===== src/rtl/apb_arb_pkg.sv =====
// Shared types and constants for the APB request arbiter.
// The watchdog counter width only matters when APB_ARB_TIMEOUT_EN is defined.
package apb_arb_pkg;

  typedef enum logic [1:0] {
    IDLE  = 2'd0,
    GRANT = 2'd1,
    RESP  = 2'd2
  } arb_state_t;

  localparam int TIMEOUT_CNT_WIDTH = 16;

  function automatic int idx_width(input int n);
    return (n > 1) ? $clog2(n) : 1;
  endfunction

endpackage


===== src/rtl/apb_arb_rr_pick.sv =====
// Combinational round-robin selector: first requester at or after
// (last_grant + 1) mod NREQ.
module apb_arb_rr_pick
  import apb_arb_pkg::*;
#(
  parameter int NREQ = 4,
  parameter int IW   = idx_width(NREQ)
) (
  input  logic [NREQ-1:0] req,
  input  logic [IW-1:0]   last_grant,
  output logic            valid,
  output logic [IW-1:0]   idx
);

  logic [IW-1:0] cand;

  // Walk from the farthest offset to the nearest so the nearest hit wins.
  always_comb begin
    valid = 1'b0;
    idx   = '0;
    cand  = '0;
    for (int k = NREQ; k >= 1; k--) begin
      cand = IW'((int'(last_grant) + k) % NREQ);
      if (req[cand]) begin
        valid = 1'b1;
        idx   = cand;
      end
    end
  end

endmodule


===== src/rtl/apb_req_arbiter.sv =====
// Round-robin arbiter serialising NREQ requesters onto one slave request port.
// Optional watchdog abort of unacknowledged transfers: define APB_ARB_TIMEOUT_EN.
module apb_req_arbiter
  import apb_arb_pkg::*;
#(
  parameter int NREQ           = 4,
  parameter int ADDR_WIDTH     = 32,
  parameter int DATA_WIDTH     = 64,
  parameter int STRB_WIDTH     = DATA_WIDTH / 8,
  parameter int TIMEOUT_CYCLES = 255,
  localparam int IW            = idx_width(NREQ)
) (
  input  logic                       hclk,
  input  logic                       hresetn,
  input  logic [NREQ*ADDR_WIDTH-1:0] m_addr,
  input  logic [NREQ-1:0]            m_wrreq,
  input  logic [NREQ-1:0]            m_rdreq,
  input  logic [NREQ*STRB_WIDTH-1:0] m_wstrb,
  input  logic [NREQ*DATA_WIDTH-1:0] m_wdata,
  output logic [DATA_WIDTH-1:0]      m_rdata,
  output logic [NREQ-1:0]            m_ack,
  output logic [NREQ-1:0]            m_error,
  output logic [ADDR_WIDTH-1:0]      s_addr,
  output logic [STRB_WIDTH-1:0]      s_wstrb,
  output logic [DATA_WIDTH-1:0]      s_wdata,
  output logic                       s_wrreq,
  output logic                       s_rdreq,
  input  logic [DATA_WIDTH-1:0]      s_rdata,
  input  logic                       s_ack,
  input  logic                       s_error,
  output logic [IW-1:0]              grant_id,
  output logic                       busy
);

  if (NREQ < 2 || NREQ > 8 || TIMEOUT_CYCLES < 2 ||
      TIMEOUT_CYCLES >= (1 << TIMEOUT_CNT_WIDTH)) begin : g_bad_params
    $error("apb_req_arbiter: parameter out of range");
  end

  arb_state_t            state, next_state;
  logic [NREQ-1:0]       req_vec;
  logic                  pick_valid;
  logic [IW-1:0]         pick_idx;
  logic [IW-1:0]         last_grant;
  logic                  is_write;
  logic [DATA_WIDTH-1:0] rdata_q;
  logic                  error_q;
  logic                  timeout;

  assign req_vec = m_wrreq | m_rdreq;

  apb_arb_rr_pick #(
    .NREQ (NREQ),
    .IW   (IW)
  ) u_pick (
    .req        (req_vec),
    .last_grant (last_grant),
    .valid      (pick_valid),
    .idx        (pick_idx)
  );

`ifdef APB_ARB_TIMEOUT_EN
  logic [TIMEOUT_CNT_WIDTH-1:0] wd_cnt;

  // Counts GRANT cycles; cleared whenever the FSM is elsewhere.
  always_ff @(posedge hclk or negedge hresetn) begin
    if (!hresetn)             wd_cnt <= '0;
    else if (state != GRANT)  wd_cnt <= '0;
    else                      wd_cnt <= wd_cnt + 1'b1;
  end

  assign timeout = (state == GRANT) &&
                   (wd_cnt == TIMEOUT_CNT_WIDTH'(TIMEOUT_CYCLES - 1));
`else
  assign timeout = 1'b0;
`endif

  always_ff @(posedge hclk or negedge hresetn) begin
    if (!hresetn) state <= IDLE;
    else          state <= next_state;
  end

  always_comb begin
    next_state = state;
    unique case (state)
      IDLE:    if (pick_valid)        next_state = GRANT;
      GRANT:   if (s_ack || timeout)  next_state = RESP;
      RESP:                           next_state = IDLE;
      default:                        next_state = IDLE;
    endcase
  end

  // Capture registers; s_ack wins over a simultaneous watchdog expiry.
  always_ff @(posedge hclk or negedge hresetn) begin
    if (!hresetn) begin
      s_addr     <= '0;
      s_wstrb    <= '0;
      s_wdata    <= '0;
      s_wrreq    <= 1'b0;
      s_rdreq    <= 1'b0;
      is_write   <= 1'b0;
      rdata_q    <= '0;
      error_q    <= 1'b0;
      grant_id   <= '0;
      last_grant <= IW'(NREQ - 1);
    end else begin
      unique case (state)
        IDLE: if (pick_valid) begin
          grant_id   <= pick_idx;
          last_grant <= pick_idx;
          s_addr     <= m_addr[pick_idx*ADDR_WIDTH +: ADDR_WIDTH];
          s_wdata    <= m_wdata[pick_idx*DATA_WIDTH +: DATA_WIDTH];
          s_wstrb    <= m_wstrb[pick_idx*STRB_WIDTH +: STRB_WIDTH];
          is_write   <= m_wrreq[pick_idx];
          s_wrreq    <= m_wrreq[pick_idx];
          s_rdreq    <= ~m_wrreq[pick_idx];
        end
        GRANT: if (s_ack) begin
          s_wrreq <= 1'b0;
          s_rdreq <= 1'b0;
          rdata_q <= is_write ? '0 : s_rdata;
          error_q <= s_error;
        end else if (timeout) begin
          s_wrreq <= 1'b0;
          s_rdreq <= 1'b0;
          rdata_q <= '0;
          error_q <= 1'b1;
        end
        default: ;
      endcase
    end
  end

  always_comb begin
    m_ack   = '0;
    m_error = '0;
    m_rdata = '0;
    if (state == RESP) begin
      m_ack[grant_id]   = 1'b1;
      m_error[grant_id] = error_q;
      m_rdata           = rdata_q;
    end
  end

  assign busy = (state == GRANT) || (state == RESP);

endmodule


===== config.mk =====
export PLATFORM = sky130hd
export DESIGN_NAME = apb_req_arbiter
export DESIGN_NICKNAME = d
export VERILOG_FILES = /design/src/rtl/apb_arb_pkg.sv /design/src/rtl/apb_arb_rr_pick.sv /design/src/rtl/apb_req_arbiter.sv
export SDC_FILE = /design/constraint.sdc
export NUM_CORES = 1
export LEC_CHECK = 0
export BUFFER_PORTS_ARGS = -buffer_cell sky130_fd_sc_hd__buf_2
export CAP_MARGIN = 10
export CORE_AREA = 2 2 263 265
export DETAILED_ROUTE_END_ITERATION = 12
export DIE_AREA = 0 0 265 267
export MAX_ROUTING_LAYER = met4
export PLACE_DENSITY = 0.43
export SYNTH_ARGS = -nofsm -noshare
export SYNTH_HDL_FRONTEND = slang
export SYNTH_HIERARCHICAL = 1
export SYNTH_SLANG_ARGS = --single-unit

===== constraint.sdc =====
create_clock -name hclk -period 6.5 [get_ports hclk]
set_clock_uncertainty 0.2 [all_clocks]
set_input_delay 0.325 -clock hclk [delete_from_list [all_inputs] [get_ports hclk]]
set_output_delay 0.325 -clock hclk [all_outputs]
set_load 0.05 [all_outputs]

==> results of run 1 <==
layout by cell type (no fill, tap or decap), types with 3 or more instances in the layout:
master	instances
and2_1	67
buf_2	671
buf_4	10
bufinv_16	3
clkbuf_16	17
clkinv_4	3
clkinvlp_4	3
dfrtp_1	175
diode_2	6
dlygate4sd3_1	67
ha_1	5
inv_1	4
inv_6	4
mux2_2	108
mux4_2	105
nand2_1	75
nand2b_1	67
nor2_1	3
nor2b_1	3
o21ai_0	67
or2_2	4
worst max-delay path: stages, from the launching register on:
cell,delay [ns]
dfstp_2,0.59
nand2b_1,0.14
a21oi_2,0.07
o221ai_4,0.18
buf_4,0.45
buf_4,0.59
mux4_2,0.59
mux2_2,0.27
sequential cells by signal, indices dropped and copies added (netlist names):
name	flops
error_q	1
grant_id	2
is_write	1
last_grant	2
rdata_q	64
s_addr	32
s_rdreq	1
s_wdata	64
s_wrreq	1
s_wstrb	8
state	2
Yosys cell counts, types with 2 or more instances:
cell        n  share of area [%]
a21oi_1     3               0.15
and2_1     67                4.2
and3_1      2               0.12
buf_1       2              0.075
buf_2      16               0.79
buf_6       6               0.67
clkbuf_1   41                1.5
dfrtp_1   176                 44
dfstp_2     2               0.52
ha_1        6               0.75
inv_1       4               0.15
mux2_2    108                 12
mux2i_1     2               0.20
mux4_2    105                 23
nand2_1    77                2.9
nand2b_1   67                4.2
nand3_1     2              0.099
nor2_1      3               0.11
nor2b_1     3               0.19
o21ai_0    67                3.3
or2_2       4               0.25
stage by stage:
stage	worst slack [ns]	hold WS, ns	cells	cell area, um^2
2_1_floorplan	3.92	-0.171	770	10100
3_3_place_gp	3.00	0.227	2270	14400
3_5_place_dp	2.93	0.234	2270	14400
4_1_cts	3.16	0.0175	2369	15700
5_1_grt	2.99	0.0477	2373	15700
6_report	3.25	0.0846	2375	15700
per-layer routing:
layer	GRT usage [%]	wire (um)	vias to the layer above
met5	-	0	-
met4	5.21	1100	0
met3	3.58	3030	51
met2	21.3	22600	379
met1	14.5	17700	4479
li1	-	-	4204
final cells by class:
type | instances | area [um^2]
fill | 7371 | 52300
sequential | 178 | 4460
inverter | 4 | 15.0
multi-input combinational | 523 | 5330
timing repair buffer | 750 | 4140
clock buffer | 19 | 443
tap | 882 | 1100
clock inverter | 13 | 174
antenna | 6 | 15.0
cells by family (layout without fill, tap and decap cells):
family          Yosys count  count (layout)
simple gates            229             229
mux                     215             215
flops                   178             178
compound gates           73              73
buf+inv                  69             786
fa+ha+maj                 6               6
other cells               0               6
timing repair:
action	4_1_cts	5_1_grt
endpoints found under the setup margin	0	0
hold buffers	67	0
endpoints found under the hold margin	147	0
resized for setup	0	0
power breakdown:
part	total, W	internal (W)	switching, W
sequential	0.00207	0.00170	0.000369
clock	0.00114	0.000622	0.000519
combinational	0.00490	0.00185	0.00305
final timing paths:
check,end,startpoint,cells past startpoint
max,s_wdata[59],last_grant[1],7
min,s_wdata[62],m_wdata[254],3
max reg2reg,s_wdata[59],last_grant[1],7
min reg2reg,rdata_q[32],rdata_q[32],2
max in group asynchronous,s_wdata[24],hresetn,3
min in group asynchronous,rdata_q[45],hresetn,2
==> results_dict.tcl, run 1 <==
set metrics [dict create \
    wl_per_cell_um 18.7 \
    synth_edf_count 0 \
    grt_antenna_before_repair 9 \
    worst_setup_path_start_kind "flip-flop" \
    initial_core_util_pct 14.8 \
    die-area_um2 70800 \
    cts_tree "done" \
    p_leak_nw 7.40 \
    drc 0 \
    design.core.area_um2 68000 \
    critical_path_class "reg2reg" \
    synth-compound-area-share_pct 3.78 \
    syn-num-nets 1268 \
    clk_pin_slew_ns 0.08 \
    htreeDepth 4 \
    grt_max_degree 129 \
    yosys_warnings 6 \
    synthSimpleGateAreaFrac_pct 12.3 \
    synth_adder_area_share_pct 0.745 \
    r2r_slack_ns 3.25 \
    crit_path_end_kind "flip-flop" \
    grt_setup_unrepaired "false" \
    grt_overflow_total 0 \
    synth_area_um2 10100 \
    crit_required_ns 6.66 \
    grt_pass1_vias 9750 \
    vdd_drop_max_mv 0.238 \
    yosys-mux-area-fraction_pct 35.7 \
    ant_nets 0 \
    worstSkewPairLatency_ns 0.48 \
    cp_max_fo 30 \
    synth_area_per_cell_um2 13.1 \
    synth-xor-area-share_pct 0 \
    power_w 0.00811 \
    dr.first_iter.drc_count 345 \
    cts_buffers 17 \
    setup_viol 0 \
    io_buffers 672 \
    post-route-min-period_ns 3.25 \
    relSlewSlack_pct 25.1 \
    synthFlopType "dfrtp_1" \
    powerDensity_nw_per_um2 517 \
    setup_tns_ns 0 \
    post-route-util_pct 23.1 \
    yosysUniqueCellTypes 28 \
    ys_ff_latch 178 \
    num_vias 9113 \
    dp_hpwl_mm 35.8 \
    synth_seq_area_share_pct 44.2 \
    fmaxAchievable_mhz 307 \
    postSynth.asyncResetShare_pct 100 \
    syn_to_final_growth_pct 55.6 \
    cap_violations 0 \
    root_buffer "clkbuf_16" \
    nets 1972 \
    grt_use_total_pct 12.8 \
    hold_path.class "in2reg" \
    worstPathArrival_ns 3.41 \
    cts_sinks 178 \
    post-route-period-util_pct 50.1 \
    slew_violations 0 \
    finalHoldViolations 0 \
    die_h_um 267 \
    drtPass1Iterations 4 \
    place.gp.congestion 0.915 \
    row_count 96 \
    worst_slew_pin_slew_ns 1.12 \
    synth_top_family_by_area "multiplexers" \
    syn_inst 770 \
    drive_above_1_share_pct 63.2 \
    ioPinCount 673 \
    postCtsSetupBuffers 0 \
    vias_per_cell 3.84 \
    chipWidth_um 265 \
    cts_buffer_depth 2 \
    wl_mm 44.4 \
    grt_pass1_wl_mm 63.4 \
    outcome "completed" \
]
(Power assumes the default switching activity.)
==> run 2, diff against run 1 <==
ABC_AREA = 1   (was default)
CORE_AREA = 2 2 260 262   (was 2 2 263 265)
DIE_AREA = 0 0 262 264   (was 0 0 265 267)
PLACE_DENSITY = 0.49   (was 0.43)
clock period = 2.9 ns   (was 6.5 ns; I/O delays follow)
==> run 2 against run 1 <==
Sequential share of layout area shrank 8.8 points; critical path depth grew 12; via count rose by 87%; non-clock buffer count increased by 461; final cell count increased by 76%; synthesized cell count increased to 2.8 times the previous value; first-iteration DRC count rose to 2.6 times the previous value; total power grew to 3.4 times the previous value; highest routed layer unchanged; register-to-register slack got worse by 3.0 ns.
==> results_dict.tcl, run 2 <==
set metrics [dict create \
    synth_edf_count 0 \
    drc 0 \
    num_vias 17055 \
    dr.first_iter.drc_count 881 \
    fmaxAchievable_mhz 362 \
    cts_buffers 17 \
    fill_cells 7096 \
    pre_cts_ws_ns 0.296 \
    crit_path_end_kind "flip-flop" \
    post-route-min-period_ns 2.76 \
    yosysTopAreaCell "dfrtp_1" \
    dp_hpwl_mm 41.7 \
    synth-xor-area-share_pct 0 \
    wl_per_cell_um 14.5 \
    cts_tree "done" \
    worstSkewPairLatency_ns 0.47 \
    layout_commonest_cell "nand2_1" \
    ioPinCount 673 \
    drive_above_1_share_pct 23.8 \
    syn_inst 2192 \
    drtPass1Iterations 5 \
    stdcell_count 4191 \
    ctsResizeCount 0 \
    root_buffer "clkbuf_16" \
    grt_overflow_total 0 \
    grt_pass1_wl_mm 91.4 \
    synthFlopType "dfrtp_1" \
    whs_path_depth 5 \
    die-area_um2 69200 \
    synth_top_family_by_area "simple AND/OR/NAND/NOR gates" \
    cts_sinks 178 \
    clk_pin_slew_ns 0.08 \
    setup_viol 0 \
    cap_violations 0 \
    synthSimpleGateAreaFrac_pct 41.1 \
    grt_antenna_before_repair 4 \
    finalHoldViolations 0 \
    grt_setup_unrepaired "false" \
    io_buffers 672 \
    post-route-period-util_pct 95.2 \
    nets 3800 \
    hold_start "m_wrreq[2]" \
    synth_area_per_cell_um2 5.84 \
    synth_seq_area_share_pct 34.8 \
    chipWidth_um 262 \
    critical_path_class "in2reg" \
    post-route-util_pct 34.1 \
    yosys_warnings 6 \
    cp-startpoint "m_wrreq[1]" \
    reg2reg_to "s_wdata[32]" \
    crit_required_ns 3.06 \
    syn_to_final_growth_pct 77.3 \
    synth_common_cells "nand2_1 (1068), inv_1 (495), nand3_1 (216)" \
    setup_tns_ns 0 \
    place_inst 3670 \
    yosys-mux-area-fraction_pct 0 \
    setup_ws_ns 0.138 \
    r2r-start "last_grant[0]" \
    die_h_um 264 \
    p_leak_nw 14.0 \
    ys_top_cells_by_area "dfrtp_1 (34%), nand2_1 (31%), inv_1 (15%)" \
    worstPathArrival_ns 2.92 \
    synth_top_cell_area_share_pct 34.4 \
    powerDensity_nw_per_um2 1200 \
    grt_pass1_vias 17377 \
    cts_buffer_depth 2 \
    place.gp.congestion 0.927 \
    synth_adder_area_share_pct 0.587 \
    synth.most_common_cell "nand2_1" \
    synth_area_um2 12800 \
    layout_common_cells "nand2_1 (1066), buf_2 (671), inv_1 (495)" \
    power_w 0.0272 \
    postSynth.asyncResetShare_pct 100 \
    syn-num-nets 2690 \
    relSlewSlack_pct 50.4 \
    r2r_slack_ns 0.22 \
    vdd_drop_max_mv 0.758 \
    ys_ff_latch 178 \
    row_count 95 \
    slew_violations 0 \
    ant_nets 0 \
    synth-compound-area-share_pct 2.92 \
    grt_max_degree 84 \
    initial_core_util_pct 19.2 \
    wl_mm 60.6 \
    vias_per_cell 4.07 \
    worst_slew_pin_slew_ns 0.745 \
    yosysUniqueCellTypes 27 \
    htreeDepth 4 \
    holdPathEnd "is_write" \
    cp_max_fo 15 \
    design.core.area_um2 66600 \
    reg_top3 "rdata_q (64), s_wdata (64), s_addr (32)" \
    worst_setup_path_start_kind "input pin" \
    r2r_cells 16 \
    hold_path.class "in2reg" \
    grt_use_total_pct 17.4 \
    outcome "completed" \
]
==> run 2: cell count changes in the layout (fill, tap and decap cells not counted), moves of 10 or more <==
cell	previous run	this run
nand2_1	75	1066
inv_1	4	495
dlygate4sd3_1	67	482
nand3_1	2	216
mux2_2	108	0
mux4_2	105	0
and2_1	67	0
nand2b_1	67	0
buf_4	10	37
buf_12	1	18
o21ai_0	67	57
o21ai_1	0	10
==> run 2: where the power goes <==
part	switching, W	internal [W]	leakage, nW	total [W]
combinational	0.0139	0.00629	11.5	0.0202
clock	0.00127	0.00126	0.300	0.00252
sequential	0.000696	0.00379	2.23	0.00448
==> run 2: how the worst max path moves through the flow <==
| stage | depth (start not counted) | endpoint |
|---|---|---|
| final | 19 | s_wdata[32] |
| after global routing | 19 | s_wdata[32] |
| after CTS | 15 | s_wdata[32] |
| after detailed placement | 15 | s_addr[8] |
| after global placement | 14 | s_addr[8] |
| after floorplan | 2 | m_error[3] |
==> run 2: repair_timing <==
item,CTS,global route
hold endpoints to repair,251,0
endpoints found under the setup margin,0,1
hold buffers,482,0
buffers inserted,0,3
==> run 2: worst max-delay path, cell delays in order <==
cell,delay [ns]
dlygate4sd3_1,0.54
buf_2,0.14
or2_2,0.27
inv_1,0.15
nand2_1,0.09
nand3_1,0.11
nand2_1,0.07
inv_1,0.05
nand2_1,0.06
nand2_1,0.05
nand2_1,0.08
nand2_4,0.12
buf_12,0.19
nand2_1,0.08
nand3_1,0.07
dlygate4sd3_1,0.54
nand2_1,0.06
nand2_1,0.05
nand2_1,0.05
==> run 2: per-layer routing <==
metal  wire length (um)  GRT usage (%)
met1              24800           19.6
met2              28700           28.8
met3               3720           3.19
met4               3380           9.86
met5                  0              -
==> run 2: layout make-up <==
cell class	count	area, um^2	area share (%)
repair buffers	1211	8860	39.1
flip-flops and latches	178	4460	19.6
clock buffers	17	425	1.88
clock inverters	15	201	0.888
multi-input cells	1392	5740	25.3
inverters	502	1900	8.37
diodes	3	7.51	0.0331
well taps	873	1090	4.82
==> run 2: cell families after synthesis <==
kind of cell / after synthesis
AND/OR/NAND/NOR: 1313
buffers and inverters: 622
flip-flops: 178
adder cells (fa/ha/maj): 6
AO/OA/AOI/OAI: 73
==> run 2: per-stage QoR <==
| stage | cell area, um^2 | hold slack, ns |
|---|---|---|
| finish | 22700 | 0.0118 |
| global route | 22700 | 0.0372 |
| CTS | 22600 | 0.00383 |
| detailed placement | 17200 | 0.0754 |
| global placement | 17200 | 0.0807 |
| floorplan | 12800 | -0.351 |
==> run 3, diff against run 2 <==
RECOVER_POWER = 50   (was default)
==> run 3 against run 2 <==
The run now ends with capacitance limit, slew limit left; final area fell by 0.59%; fmax barely moved; core utilization fell by 0.20 points; final cell count did not move; largest cell class unchanged.
==> results_dict.tcl, run 3 (same netlist as run 2, synthesis figures left out) <==
set metrics [dict create \
    cts_sinks 178 \
    relSlewSlack_pct -38.5 \
    htreeDepth 4 \
    routed-wl-met2_mm 28.8 \
    drtPass1Iterations 6 \
    drive_above_1_share_pct 21.1 \
    hold_path.class "in2reg" \
    die_h_um 264 \
    critical_path_class "in2reg" \
    crit_path_end_kind "flip-flop" \
    vdd_drop_max_mv 0.762 \
    setup_tns_ns 0 \
    post-route-period-util_pct 95.1 \
    worstPathArrival_ns 2.92 \
    num_vias 17062 \
    vias_per_cell 4.07 \
    top_layer "met4" \
    grt_antenna_before_repair 4 \
    violations "capacitance limit, slew limit" \
    cts_buffer_depth 2 \
    layout_commonest_cell "nand2_1" \
    slew_violations 82 \
    p_leak_nw 13.7 \
    ctsResizeCount 0 \
    wl_mm 60.6 \
    grt_setup_unrepaired "false" \
    wl_per_cell_um 14.5 \
    design.core.area_um2 66600 \
    setup_viol 0 \
    ioPinCount 673 \
    place.gp.congestion 0.927 \
    io_buffers 672 \
    power_w 0.0271 \
    cts_buffers 17 \
    post-route-min-period_ns 2.76 \
    root_buffer "clkbuf_16" \
    reg_top3 "rdata_q (64), s_wdata (64), s_addr (32)" \
    syn_to_final_growth_pct 76.2 \
    wl_met1_mm 24.8 \
    grt_pass1_wl_mm 91.4 \
    nets 3800 \
    layout_common_cells "nand2_1 (1066), buf_2 (582), inv_1 (495)" \
    worstSkewPairLatency_ns 0.47 \
    fmaxAchievable_mhz 362 \
    drc 0 \
    dp_hpwl_mm 41.7 \
    cp_max_fo 15 \
    row_count 95 \
    grt_pass1_vias 17377 \
    cts_tree "done" \
    dr.first_iter.drc_count 895 \
    chipWidth_um 262 \
    grt_use_total_pct 17.4 \
    worst_slew_pin_slew_ns 2.08 \
    post-route-util_pct 33.9 \
    worst_setup_path_start_kind "input pin" \
    finalHoldViolations 0 \
    outcome "finished, violations left" \
    grt_max_degree 84 \
    powerDensity_nw_per_um2 1200 \
    crit_required_ns 3.06 \
    grt_overflow_total 0 \
    initial_core_util_pct 19.2 \
    die-area_um2 69200 \
    cap_violations 1 \
    clk_pin_slew_ns 0.08 \
    ant_nets 0 \
    wl_met3_mm 3.70 \
]
==> run 3: cell type report <==
class	count	area, um^2
Antenna cell	3	7.51
Multi-Input combinational cell	1392	5740
Sequential cell	178	4460
Tap cell	873	1090
Fill cell	7145	44000
Timing Repair Buffer	1211	8730
Clock buffer	17	425
Clock inverter	15	201
Inverter	502	1900
==> run 3: what timing repair did <==
action | CTS | global route
hold buffers | 482 | 0
hold endpoints to repair | 251 | 0
endpoints found under the setup margin | 0 | 1
buffers inserted | 0 | 3
==> run 3: critical path, stage by stage <==
cell	delay (ns)
dlygate4sd3_1	0.54
buf_2	0.14
or2_2	0.27
inv_1	0.15
nand2_1	0.09
nand3_1	0.11
nand2_1	0.07
inv_1	0.05
nand2_1	0.06
nand2_1	0.05
nand2_1	0.08
nand2_4	0.12
buf_12	0.19
nand2_1	0.08
nand3_1	0.07
dlygate4sd3_1	0.54
nand2_1	0.06
nand2_1	0.05
nand2_1	0.05
==> run 3: layer usage <==
metal,global-route usage [%],vias up
li1,-,8527
met1,19.6,7624
met2,28.8,723
met3,3.19,188
met4,9.86,0
met5,-,-
==> run 3: where the power goes <==
group          switching (W)  internal [W]
clock network        0.00127       0.00126
logic                 0.0139       0.00611
registers           0.000718       0.00379
total                 0.0159        0.0112
==> run 3: worst paths after layout <==
path	start	end	slack (ns)	cells after the start
worst max-delay path	m_wrreq[1]	s_wdata[32]	0.14	19
worst min-delay path	m_wrreq[2]	is_write	0.007	5
worst max register to register	last_grant[0]	s_wdata[32]	0.22	16
worst min register to register	s_wdata[25]	s_wdata[25]	0.28	2
max in group asynchronous	hresetn	last_grant[0]	0.50	3
min in group asynchronous	hresetn	rdata_q[25]	0.64	2
==> run 3: through the flow <==
step                setup WS, ns  hold slack (ns)  instances  cell area (um^2)
global route             0.00748           0.0372       4191             22600
CTS                        0.116          0.00383       4184             22600
floorplan                  0.144           -0.351       2192             12800
finish                     0.141          0.00673       4191             22600
detailed placement         0.296           0.0754       3670             17200
global placement           0.287           0.0807       3670             17200
